**config.mk**
```make
export PLATFORM = sky130hd
export DESIGN_NAME = multicycle_ctrl_flat
export DESIGN_NICKNAME = d
export VERILOG_FILES = /design/src/rtl/multicycle_ctrl_if.sv /design/src/rtl/multicycle_ctrl.sv /design/src/flat_wrapper.sv
export SDC_FILE = /design/constraint.sdc
export NUM_CORES = 1
export LEC_CHECK = 0
export CORE_UTILIZATION = 49
export CTS_CLUSTER_SIZE = 8
export DETAILED_ROUTE_END_ITERATION = 7
export PLACE_DENSITY = 0.83
export SLEW_MARGIN = 10
export SYNTH_ARGS = -nofsm -noshare
export SYNTH_HDL_FRONTEND = slang
export SYNTH_SLANG_ARGS = --single-unit
```
**constraint.sdc**
```tcl
create_clock -name clk_i -period 3.1 [get_ports clk_i]
set_clock_uncertainty 0.2 [all_clocks]
set_input_delay 0.62 -clock clk_i [delete_from_list [all_inputs] [get_ports clk_i]]
set_output_delay 0.62 -clock clk_i [all_outputs]
set_load 0.05 [all_outputs]
```
**src/rtl/multicycle_ctrl_if.sv**
```systemverilog
// Handshake and control bundle between the multicycle controller and its datapath/memory.
// The slave modport is the controller's view; master is the datapath/bench side.
interface multicycle_ctrl_if;
    logic        run_i;
    logic [5:0]  instr_op_i;
    logic        mem_ready_i;
    logic        zero_i;

    logic        pc_write_o;
    logic        ir_write_o;
    logic        mem_read_o;
    logic        mem_write_o;
    logic        iord_o;
    logic        reg_write_o;
    logic        alu_src_a_o;
    logic        instr_done_o;
    logic        trap_o;
    logic [1:0]  reg_dst_o;
    logic [1:0]  mem_to_reg_o;
    logic [1:0]  alu_src_b_o;
    logic [3:0]  alu_op_o;
    logic [1:0]  pc_src_o;
    logic [3:0]  state_o;
    logic [15:0] instr_cnt_o;

    modport slave (
        input  run_i, instr_op_i, mem_ready_i, zero_i,
        output pc_write_o, ir_write_o, mem_read_o, mem_write_o, iord_o, reg_write_o,
               alu_src_a_o, instr_done_o, trap_o, reg_dst_o, mem_to_reg_o, alu_src_b_o,
               alu_op_o, pc_src_o, state_o, instr_cnt_o
    );

    modport master (
        output run_i, instr_op_i, mem_ready_i, zero_i,
        input  pc_write_o, ir_write_o, mem_read_o, mem_write_o, iord_o, reg_write_o,
               alu_src_a_o, instr_done_o, trap_o, reg_dst_o, mem_to_reg_o, alu_src_b_o,
               alu_op_o, pc_src_o, state_o, instr_cnt_o
    );
endinterface

```
**src/rtl/multicycle_ctrl.sv**
```systemverilog
// Multicycle MIPS-style control FSM with a completed-instruction counter.
// Define MULTICYCLE_CTRL_TRAP_EN to send illegal opcodes to a sticky TRAP state instead of a NOP.
module multicycle_ctrl (
    input  logic                  clk_i,
    input  logic                  rst_i,
    multicycle_ctrl_if.slave      bus
);
    typedef enum logic [3:0] {
        S_IDLE     = 4'd0,
        S_FETCH    = 4'd1,
        S_DECODE   = 4'd2,
        S_EXEC_R   = 4'd3,
        S_EXEC_I   = 4'd4,
        S_MEM_ADDR = 4'd5,
        S_MEM_RD   = 4'd6,
        S_MEM_WR   = 4'd7,
        S_WB_ALU   = 4'd8,
        S_WB_MEM   = 4'd9,
        S_BRANCH   = 4'd10,
        S_TRAP     = 4'd11
    } state_e;

    localparam logic [5:0] OP_RTYPE = 6'd0;
    localparam logic [5:0] OP_BEQ   = 6'd4;
    localparam logic [5:0] OP_BNE   = 6'd5;
    localparam logic [5:0] OP_ADDI  = 6'd8;
    localparam logic [5:0] OP_ORI   = 6'd13;
    localparam logic [5:0] OP_LUI   = 6'd15;
    localparam logic [5:0] OP_LW    = 6'd35;
    localparam logic [5:0] OP_SW    = 6'd43;

    state_e      state_q, state_d;
    logic [15:0] instr_cnt_q, instr_cnt_d;

    logic       pc_write, ir_write, mem_read, mem_write, iord, reg_write;
    logic       alu_src_a, instr_done, trap;
    logic [1:0] reg_dst, mem_to_reg, alu_src_b, pc_src;
    logic [3:0] alu_op;

    always_ff @(posedge clk_i or posedge rst_i) begin
        if (rst_i) begin
            state_q     <= S_IDLE;
            instr_cnt_q <= 16'd0;
        end else begin
            state_q     <= state_d;
            instr_cnt_q <= instr_cnt_d;
        end
    end

    always_comb begin
        state_d     = state_q;
        instr_cnt_d = instr_cnt_q;
        pc_write    = 1'b0;
        ir_write    = 1'b0;
        mem_read    = 1'b0;
        mem_write   = 1'b0;
        iord        = 1'b0;
        reg_write   = 1'b0;
        alu_src_a   = 1'b0;
        instr_done  = 1'b0;
        trap        = 1'b0;
        reg_dst     = 2'd0;
        mem_to_reg  = 2'd0;
        alu_src_b   = 2'd0;
        pc_src      = 2'd0;
        alu_op      = 4'd0;

        case (state_q)
            S_IDLE: begin
                if (bus.run_i) state_d = S_FETCH;
            end
            S_FETCH: begin
                mem_read  = 1'b1;
                alu_src_b = 2'd1;
                alu_op    = 4'd6;
                pc_write  = bus.mem_ready_i;
                ir_write  = bus.mem_ready_i;
                if (bus.mem_ready_i) state_d = S_DECODE;
            end
            S_DECODE: begin
                // ALU precomputes the branch target into ALUOut while decoding
                alu_src_b = 2'd3;
                alu_op    = 4'd6;
                case (bus.instr_op_i)
                    OP_RTYPE:              state_d = S_EXEC_R;
                    OP_ADDI, OP_ORI, OP_LUI: state_d = S_EXEC_I;
                    OP_LW, OP_SW:          state_d = S_MEM_ADDR;
                    OP_BEQ, OP_BNE:        state_d = S_BRANCH;
`ifdef MULTICYCLE_CTRL_TRAP_EN
                    default:               state_d = S_TRAP;
`else
                    default:               instr_done = 1'b1;
`endif
                endcase
            end
            S_EXEC_R: begin
                alu_src_a = 1'b1;
                state_d   = S_WB_ALU;
            end
            S_EXEC_I: begin
                alu_src_a = 1'b1;
                alu_src_b = 2'd2;
                case (bus.instr_op_i)
                    OP_ADDI: alu_op = 4'd6;
                    OP_ORI:  alu_op = 4'd7;
                    OP_LUI:  alu_op = 4'd8;
                    default: alu_op = 4'd0;
                endcase
                state_d = S_WB_ALU;
            end
            S_MEM_ADDR: begin
                alu_src_a = 1'b1;
                alu_src_b = 2'd2;
                if (bus.instr_op_i == OP_LW) begin
                    alu_op  = 4'd9;
                    state_d = S_MEM_RD;
                end else begin
                    alu_op  = 4'd10;
                    state_d = S_MEM_WR;
                end
            end
            S_MEM_RD: begin
                mem_read = 1'b1;
                iord     = 1'b1;
                if (bus.mem_ready_i) state_d = S_WB_MEM;
            end
            S_MEM_WR: begin
                mem_write  = 1'b1;
                iord       = 1'b1;
                instr_done = bus.mem_ready_i;
            end
            S_WB_ALU: begin
                reg_write  = 1'b1;
                reg_dst    = (bus.instr_op_i == OP_RTYPE) ? 2'd1 : 2'd0;
                instr_done = 1'b1;
            end
            S_WB_MEM: begin
                reg_write  = 1'b1;
                mem_to_reg = 2'd1;
                instr_done = 1'b1;
            end
            S_BRANCH: begin
                alu_src_a  = 1'b1;
                pc_src     = 2'd1;
                alu_op     = (bus.instr_op_i == OP_BEQ) ? 4'd2 : 4'd3;
                pc_write   = (bus.instr_op_i == OP_BEQ) ? bus.zero_i : !bus.zero_i;
                instr_done = 1'b1;
            end
`ifdef MULTICYCLE_CTRL_TRAP_EN
            S_TRAP: begin
                trap = 1'b1;
            end
`endif
            default: state_d = S_IDLE;
        endcase

        // Completion is the only point besides IDLE where run_i is consulted
        if (instr_done) begin
            instr_cnt_d = instr_cnt_q + 16'd1;
            state_d     = bus.run_i ? S_FETCH : S_IDLE;
        end
    end

    assign bus.pc_write_o   = pc_write;
    assign bus.ir_write_o   = ir_write;
    assign bus.mem_read_o   = mem_read;
    assign bus.mem_write_o  = mem_write;
    assign bus.iord_o       = iord;
    assign bus.reg_write_o  = reg_write;
    assign bus.alu_src_a_o  = alu_src_a;
    assign bus.instr_done_o = instr_done;
    assign bus.trap_o       = trap;
    assign bus.reg_dst_o    = reg_dst;
    assign bus.mem_to_reg_o = mem_to_reg;
    assign bus.alu_src_b_o  = alu_src_b;
    assign bus.alu_op_o     = alu_op;
    assign bus.pc_src_o     = pc_src;
    assign bus.state_o      = state_q;
    assign bus.instr_cnt_o  = instr_cnt_q;
endmodule

```
**src/flat_wrapper.sv**
```systemverilog
// flat-port wrapper written by rule: the top's interface ports become plain ports
module multicycle_ctrl_flat 
  (clk_i, rst_i, bus_run_i, bus_instr_op_i, bus_mem_ready_i, bus_zero_i, bus_pc_write_o, bus_ir_write_o, bus_mem_read_o, bus_mem_write_o, bus_iord_o, bus_reg_write_o, bus_alu_src_a_o, bus_instr_done_o, bus_trap_o, bus_reg_dst_o, bus_mem_to_reg_o, bus_alu_src_b_o, bus_alu_op_o, bus_pc_src_o, bus_state_o, bus_instr_cnt_o);
  multicycle_ctrl_if bus_i ();
  input  logic clk_i;
  input  logic rst_i;
  input wire logic [$bits(bus_i.run_i)-1:0] bus_run_i;
  input wire logic [$bits(bus_i.instr_op_i)-1:0] bus_instr_op_i;
  input wire logic [$bits(bus_i.mem_ready_i)-1:0] bus_mem_ready_i;
  input wire logic [$bits(bus_i.zero_i)-1:0] bus_zero_i;
  output wire logic [$bits(bus_i.pc_write_o)-1:0] bus_pc_write_o;
  output wire logic [$bits(bus_i.ir_write_o)-1:0] bus_ir_write_o;
  output wire logic [$bits(bus_i.mem_read_o)-1:0] bus_mem_read_o;
  output wire logic [$bits(bus_i.mem_write_o)-1:0] bus_mem_write_o;
  output wire logic [$bits(bus_i.iord_o)-1:0] bus_iord_o;
  output wire logic [$bits(bus_i.reg_write_o)-1:0] bus_reg_write_o;
  output wire logic [$bits(bus_i.alu_src_a_o)-1:0] bus_alu_src_a_o;
  output wire logic [$bits(bus_i.instr_done_o)-1:0] bus_instr_done_o;
  output wire logic [$bits(bus_i.trap_o)-1:0] bus_trap_o;
  output wire logic [$bits(bus_i.reg_dst_o)-1:0] bus_reg_dst_o;
  output wire logic [$bits(bus_i.mem_to_reg_o)-1:0] bus_mem_to_reg_o;
  output wire logic [$bits(bus_i.alu_src_b_o)-1:0] bus_alu_src_b_o;
  output wire logic [$bits(bus_i.alu_op_o)-1:0] bus_alu_op_o;
  output wire logic [$bits(bus_i.pc_src_o)-1:0] bus_pc_src_o;
  output wire logic [$bits(bus_i.state_o)-1:0] bus_state_o;
  output wire logic [$bits(bus_i.instr_cnt_o)-1:0] bus_instr_cnt_o;
  assign bus_i.run_i = bus_run_i;
  assign bus_i.instr_op_i = bus_instr_op_i;
  assign bus_i.mem_ready_i = bus_mem_ready_i;
  assign bus_i.zero_i = bus_zero_i;
  assign bus_pc_write_o = bus_i.pc_write_o;
  assign bus_ir_write_o = bus_i.ir_write_o;
  assign bus_mem_read_o = bus_i.mem_read_o;
  assign bus_mem_write_o = bus_i.mem_write_o;
  assign bus_iord_o = bus_i.iord_o;
  assign bus_reg_write_o = bus_i.reg_write_o;
  assign bus_alu_src_a_o = bus_i.alu_src_a_o;
  assign bus_instr_done_o = bus_i.instr_done_o;
  assign bus_trap_o = bus_i.trap_o;
  assign bus_reg_dst_o = bus_i.reg_dst_o;
  assign bus_mem_to_reg_o = bus_i.mem_to_reg_o;
  assign bus_alu_src_b_o = bus_i.alu_src_b_o;
  assign bus_alu_op_o = bus_i.alu_op_o;
  assign bus_pc_src_o = bus_i.pc_src_o;
  assign bus_state_o = bus_i.state_o;
  assign bus_instr_cnt_o = bus_i.instr_cnt_o;
  multicycle_ctrl u_core (.clk_i(clk_i), .rst_i(rst_i), .bus(bus_i));
endmodule
```
; ---- Word-level counts from Yosys, hierarchy flattened
; Index checks and enable logic that the tools add are counted.
[word_totals]
reg_bits = 20
out_inout_bits = 41
elab_cells = 69
[op_classes]
n_addsub = 1
eq_ne = 22
n_mux = 27
n_reduce_logical = 17
[ops]
columns = operator, n
row1 = one-hot mux 4 bit (4 select lines), 2
row2 = one-hot mux 4 bit (7 select lines), 1
row3 = equality test 6 x 4 -> 1 bit (second input constant), 3
row4 = adder 16 x 1 -> 16 bit (second input constant), 1
row5 = equality test 4 x 3 -> 1 bit (second input constant), 4
row6 = 2-to-1 mux 4 bit, 4
row7 = OR reduction 2 bit, 8
row8 = 2-to-1 mux 1 bit, 14
row9 = equality test 4 bit (second input constant), 3
row10 = equality test 6 x 3 -> 1 bit (second input constant), 2
row11 = equality test 6 bit (second input constant), 2
row12 = one-hot mux 4 bit (3 select lines), 1
row13 = inequality test 3 bit (second input constant), 3
row14 = equality test 4 x 2 -> 1 bit (second input constant), 2
row15 = OR reduction 4 bit, 2
row16 = OR reduction 8 bit, 1
row17 = zero test 6 bit, 1
row18 = inequality test 6 x 2 -> 1 bit (second input constant), 1
row19 = one-hot mux 2 bit (3 select lines), 1
row20 = OR reduction 3 bit, 2
row21 = AND reduction 5 bit, 1
row22 = equality test 4 x 1 -> 1 bit (second input constant), 1
row23 = zero test 4 bit, 1
row24 = 2-to-1 mux 2 bit, 2
row25 = other kinds (4), 4

; ---- Longest topological paths before layout
[depth]
depth_word = 6
mapped_depth = 7
ltp_nobuf = 5

; ---- Least setup slack after synthesis
; Ideal clock, no wire load.
[synth_path]
path_kind = reg2out
from = register u_core.state_q[0] (netlist: u_core.bus.state_o[0])
to = output port bus_pc_write_o
arrival_time_ps = 3321
t_required_ps = 2280
path_slack_ps = -1041
stages_incl_launch_ff = 5
path_buffers = 1
cell_sequence = dfrtp_1 clkbuf_1 nand2_1 nor4b_1 a21o_1
[synth_via]
elab_chain_cells = 2
elab_cells_between_ends = 3
cone_classes = 2 x eq/ne / 1 x mux
[synth_rtl]
columns = item, line_no
row1 = start: declaration, multicycle_ctrl.sv:32  ; state_e state_q, state_d;
row2 = start signal: assignment, multicycle_ctrl.sv:45  ; state_q <= state_d;
row3 = equality test 4 bit or equality test 4 x 1 -> 1 bit (tied branches), multicycle_ctrl.sv:68  ; case (state_q)
row4 = one-hot mux 1 bit (2 select lines) (*), multicycle_ctrl.sv:68
row5 = end: declaration, flat_wrapper.sv:11  ; output wire logic [$bits(bus_i.pc_write_o)-1:0] bus_pc_write_o;
; Mark *: on every way between the ends. The rest lies on a longest branch, timed or not.

; ---- Worst setup path in the final report
[layout_path]
from = input port bus_instr_op_i[4]
to = output port bus_instr_done_o
[layout_via]
elab_chain_cells = 4
elab_cells_between_ends = 11
cone_classes = 7 x eq/ne / 2 x mux / 2 x reduce/logical
[layout_rtl]
columns = item, line_no
row1 = start: declaration, flat_wrapper.sv:8  ; input wire logic [$bits(bus_i.instr_op_i)-1:0] bus_instr_op_i;
row2 = "equality test 6 bit, or another cell as far along", multicycle_ctrl.sv:84  ; case (bus.instr_op_i)
row3 = OR reduction 8 bit (no line) (*), -
row4 = 2-to-1 mux 1 bit (*), multicycle_ctrl.sv:84
row5 = one-hot mux 1 bit (3 select lines) (*), multicycle_ctrl.sv:68
row6 = end: declaration, flat_wrapper.sv:18  ; output wire logic [$bits(bus_i.instr_done_o)-1:0] bus_instr_done_o;
; Marked as above.

==> reports/qor.csv <==
stage,metric,value,unit
synthesis,yosys-top-cells-count,"dfrtp_1, nor2_1, nand2_1",
finish,n_fill_cell,205,
synthesis,syn-cell-area,1540,µm²
synthesis,ys_seq_area_share,32.49,%
timing,rsz0062_at_grt,true,
timing,drv_slew,0,
power,ir_worst_vdd,0.0008098,V
global_routing,grt_max_degree,21,
cts,root_buffer,clkbuf_4,
cts,cts_max_path_buffers,2,
synthesis,synth-seq-cells,20,
timing,setup_ws,0.07499,ns
detailed_routing,final_antenna_net_count,0,
die,die_w,58.07,µm
worst_setup_path,cp-end-kind,output pin,
placement,place.port_buffers,47,
cts,cts.sinks,20,
detailed_routing,wl_per_cell,15.29,µm
detailed_routing,via_per_inst,5.421,
run_status,failed_checks,DRC,
power,power.total,1.899,mW
die,die-area,3372,µm²
die,num_rows,19,
min_path,hold_path.startpoint,u_core.bus.instr_cnt_o[15]$_DFFE_PP0N_,
finish,diodes,0,
timing,setup_violations,0,
finish,area_growth,43.70,%
die,die_h,58.07,µm
worst_setup_path,r2r_setup_slack,0.67,ns
synthesis,syn_area_per_cell,8.801,µm²
cts,clkTransAtPathRegs,0.11,ns
die,io_pins,52,
cts,clk_latency,0.30,ns
worst_setup_path,cp_max_fo,5,
global_routing,grt_antenna_before_repair,0,
finish,nets,243,
worst_setup_path,crit_start,bus_instr_op_i[4],
power,p_leak,0.9158,nW
cts,ctsHtreeMaxLevel,1,
synthesis,muxShareOfSynthArea,1.381,%
synthesis,synth_top_flop_cell,dfrtp_1,
synthesis,synthTopCellsByArea,"dfrtp_1, xor2_1, nor2_1",
synthesis,synth_most_common_cell,dfrtp_1,
finish,drive_above_1_share,23.14,%
synthesis,synth_edf_count,0,
synthesis,synth_compound_area_share,15.60,%
timing,hold_viol,0,
global_routing,grt_overflow,0,
worst_setup_path,worstPathRequired,2.28,ns
detailed_routing,routed_wl,4.143,mm
synthesis,synth_adder_area_share,0.8123,%
timing,slew_headroom,51.38,%
power,powerDensity,858.1,nW/µm²
finish,multi_input_area,982.2,µm²
synthesis,synth_top_family_by_area,simple AND/OR/NAND/NOR gates,
min_path,hold_class,register to register,
synthesis,ys_warn_count,0,
die,initial_core_util,53.55,%
synthesis,yosys.area.top_type,dfrtp_1,
synthesis,synth_xor_area_share,10.24,%
worst_setup_path,rr_endpoint,u_core.bus.instr_cnt_o[12]$_DFFE_PP0N_,
detailed_routing,drc,1,
synthesis,synth_top_area_share,32.49,%
die,core,2877,µm²
worst_setup_path,endpoint,bus_instr_done_o,
worst_setup_path,crit_path_start_kind,input pin,
run,max-cap-violations,0,
detailed_routing,drtIter0Drc,68,
synthesis,syn_inst,175,
cts,cts_made_buffers,3,
global_routing,grt_usage,25.89,%
placement,pre_cts_ws,-0.03456,ns
placement,gp_congestion,0.8200,
finish,stdcell_count,271,
timing,fin_crit_sh,97.58,%
placement,placed_cells,268,
global_routing,grt_pass1_vias,1384,
detailed_routing,firstDrtPassIters,8,
run_status,status,"complete, but fails checks",
placement,hpwl,3.211,mm
synthesis,synthArstFlopShare,100.0,%
synthesis,ys_types,51,
worst_setup_path,r2r_start,u_core.bus.state_o[3]$_DFFE_PP0P_,
detailed_routing,vias,1469,
finish,register_area,501.7,µm²
finish,utilization,76.95,%
cts,cts_tree,yes,
worst_setup_path,worstPathArrival,2.21,ns
worst_setup_path,path_class,input pin to output pin,
synthesis,synthSimpleGateAreaFrac,32.25,%
worst_setup_path,ff2ff_path_depth,7,
timing,max_slew.worst_pin.slew,0.7286,ns
cts,postCtsSetupBuffers,0,
timing,clock.fmax,330.6,MHz
global_routing,grt_pass1_wl,6.693,mm
timing,min_period,3.025,ns
[what timing repair did]
item	in CTS	in global routing
hold buffers	0	0
endpoints found under the hold margin	0	0
resized for setup	6	4
endpoints found under the setup margin	3	2
pin swaps	3	0
[sequential cells by signal, indices dropped and copies added, names as in the netlist]
name	count
u_core.bus.state_o	4
u_core.bus.instr_cnt_o	16
[metal layers]
| metal | track usage, % | routed length (µm) | vias up |
|---|---|---|---|
| li1 | - | - | 718 |
| met1 | 36.55 | 1928 | 707 |
| met2 | 42.04 | 2017 | 40 |
| met3 | 4.688 | 160 | 4 |
| met4 | 4.422 | 37 | 0 |
| met5 | 0 | 0 | - |
[power by group]
group / internal, mW / leakage [nW] / switching, mW
combinational: 0.492 / 0.670 / 0.845
clock: 0.0453 / 0.0138 / 0.0733
sequential: 0.326 / 0.232 / 0.118
total: 0.863 / 0.916 / 1.04
[critical path, stage by stage]
cell and delay (ns):
clkdlybuf4s50_1 0.50, nand2b_1 0.23, buf_4 0.17, a21o_1 0.21, a31oi_4 0.21, inv_1 0.08
buf_4 0.19
[cells by family after synthesis]
logic type / after synthesis
buffers and inverters: 20
AOI/OAI and AO/OA: 30
and+or+nand+nor: 83
muxes: 2
other: 1
DFF: 20
adders and majority gates: 1
xor gates and xnor gates: 18
[final cells by class]
cell class                      instances  share of cell area [%]
Timing Repair Buffer                   62                   28.55
Tap cell                               42                   2.374
Multi-Input combinational cell        138                   44.38
Clock buffer                            3                   1.018
Sequential cell                        20                   22.67
Inverter                                6                   1.018
[how the worst min path moves through the flow]
stage	depth (start not counted)	to	slack (ns)
after floorplan	1	u_core.bus.instr_cnt_o[0]$_DFFE_PP0N_	0.38
after global placement	1	u_core.bus.instr_cnt_o[15]$_DFFE_PP0N_	0.25
after detailed placement	1	u_core.bus.instr_cnt_o[15]$_DFFE_PP0N_	0.27
after CTS	1	u_core.bus.instr_cnt_o[15]$_DFFE_PP0N_	0.28
after global routing	1	u_core.bus.instr_cnt_o[15]$_DFFE_PP0N_	0.30
final	1	u_core.bus.instr_cnt_o[15]$_DFFE_PP0N_	0.29
[cell usage in the layout, fill, tap and decap left out, types with 2 or more instances in the layout]
master,synthesis,layout
clkdlybuf4s50_1,0,29
buf_4,6,21
dfrtp_1,20,19
nor2_1,19,18
nand2_1,14,14
xor2_1,12,12
a21oi_1,8,8
nand3_1,7,7
buf_12,0,7
inv_1,6,6
nor3_2,3,6
xnor2_1,6,6
nand2b_1,6,5
o21ai_0,6,5
dlygate4sd2_1,0,5
and3_1,4,4
conb_1,1,4
nor2b_1,3,3
nor3_1,6,3
or2_2,3,3
clkbuf_4,0,3
nand3b_1,2,2
a21o_1,2,2
nor3b_1,2,2
nor3b_2,2,2
and2_1,2,2
[stage by stage]
step | hold slack, ns | instance area [µm²] | setup TNS [ns]
2_1_floorplan | 0.3838 | 1570 | -0.4167
3_3_place_gp | 0.2540 | 2176 | 0
3_5_place_dp | 0.2650 | 2176 | -0.05619
4_1_cts | 0.2799 | 2200 | 0
5_1_grt | 0.3026 | 2213 | -0.003066
6_report | 0.2852 | 2213 | 0
(Power assumes the default switching activity.)
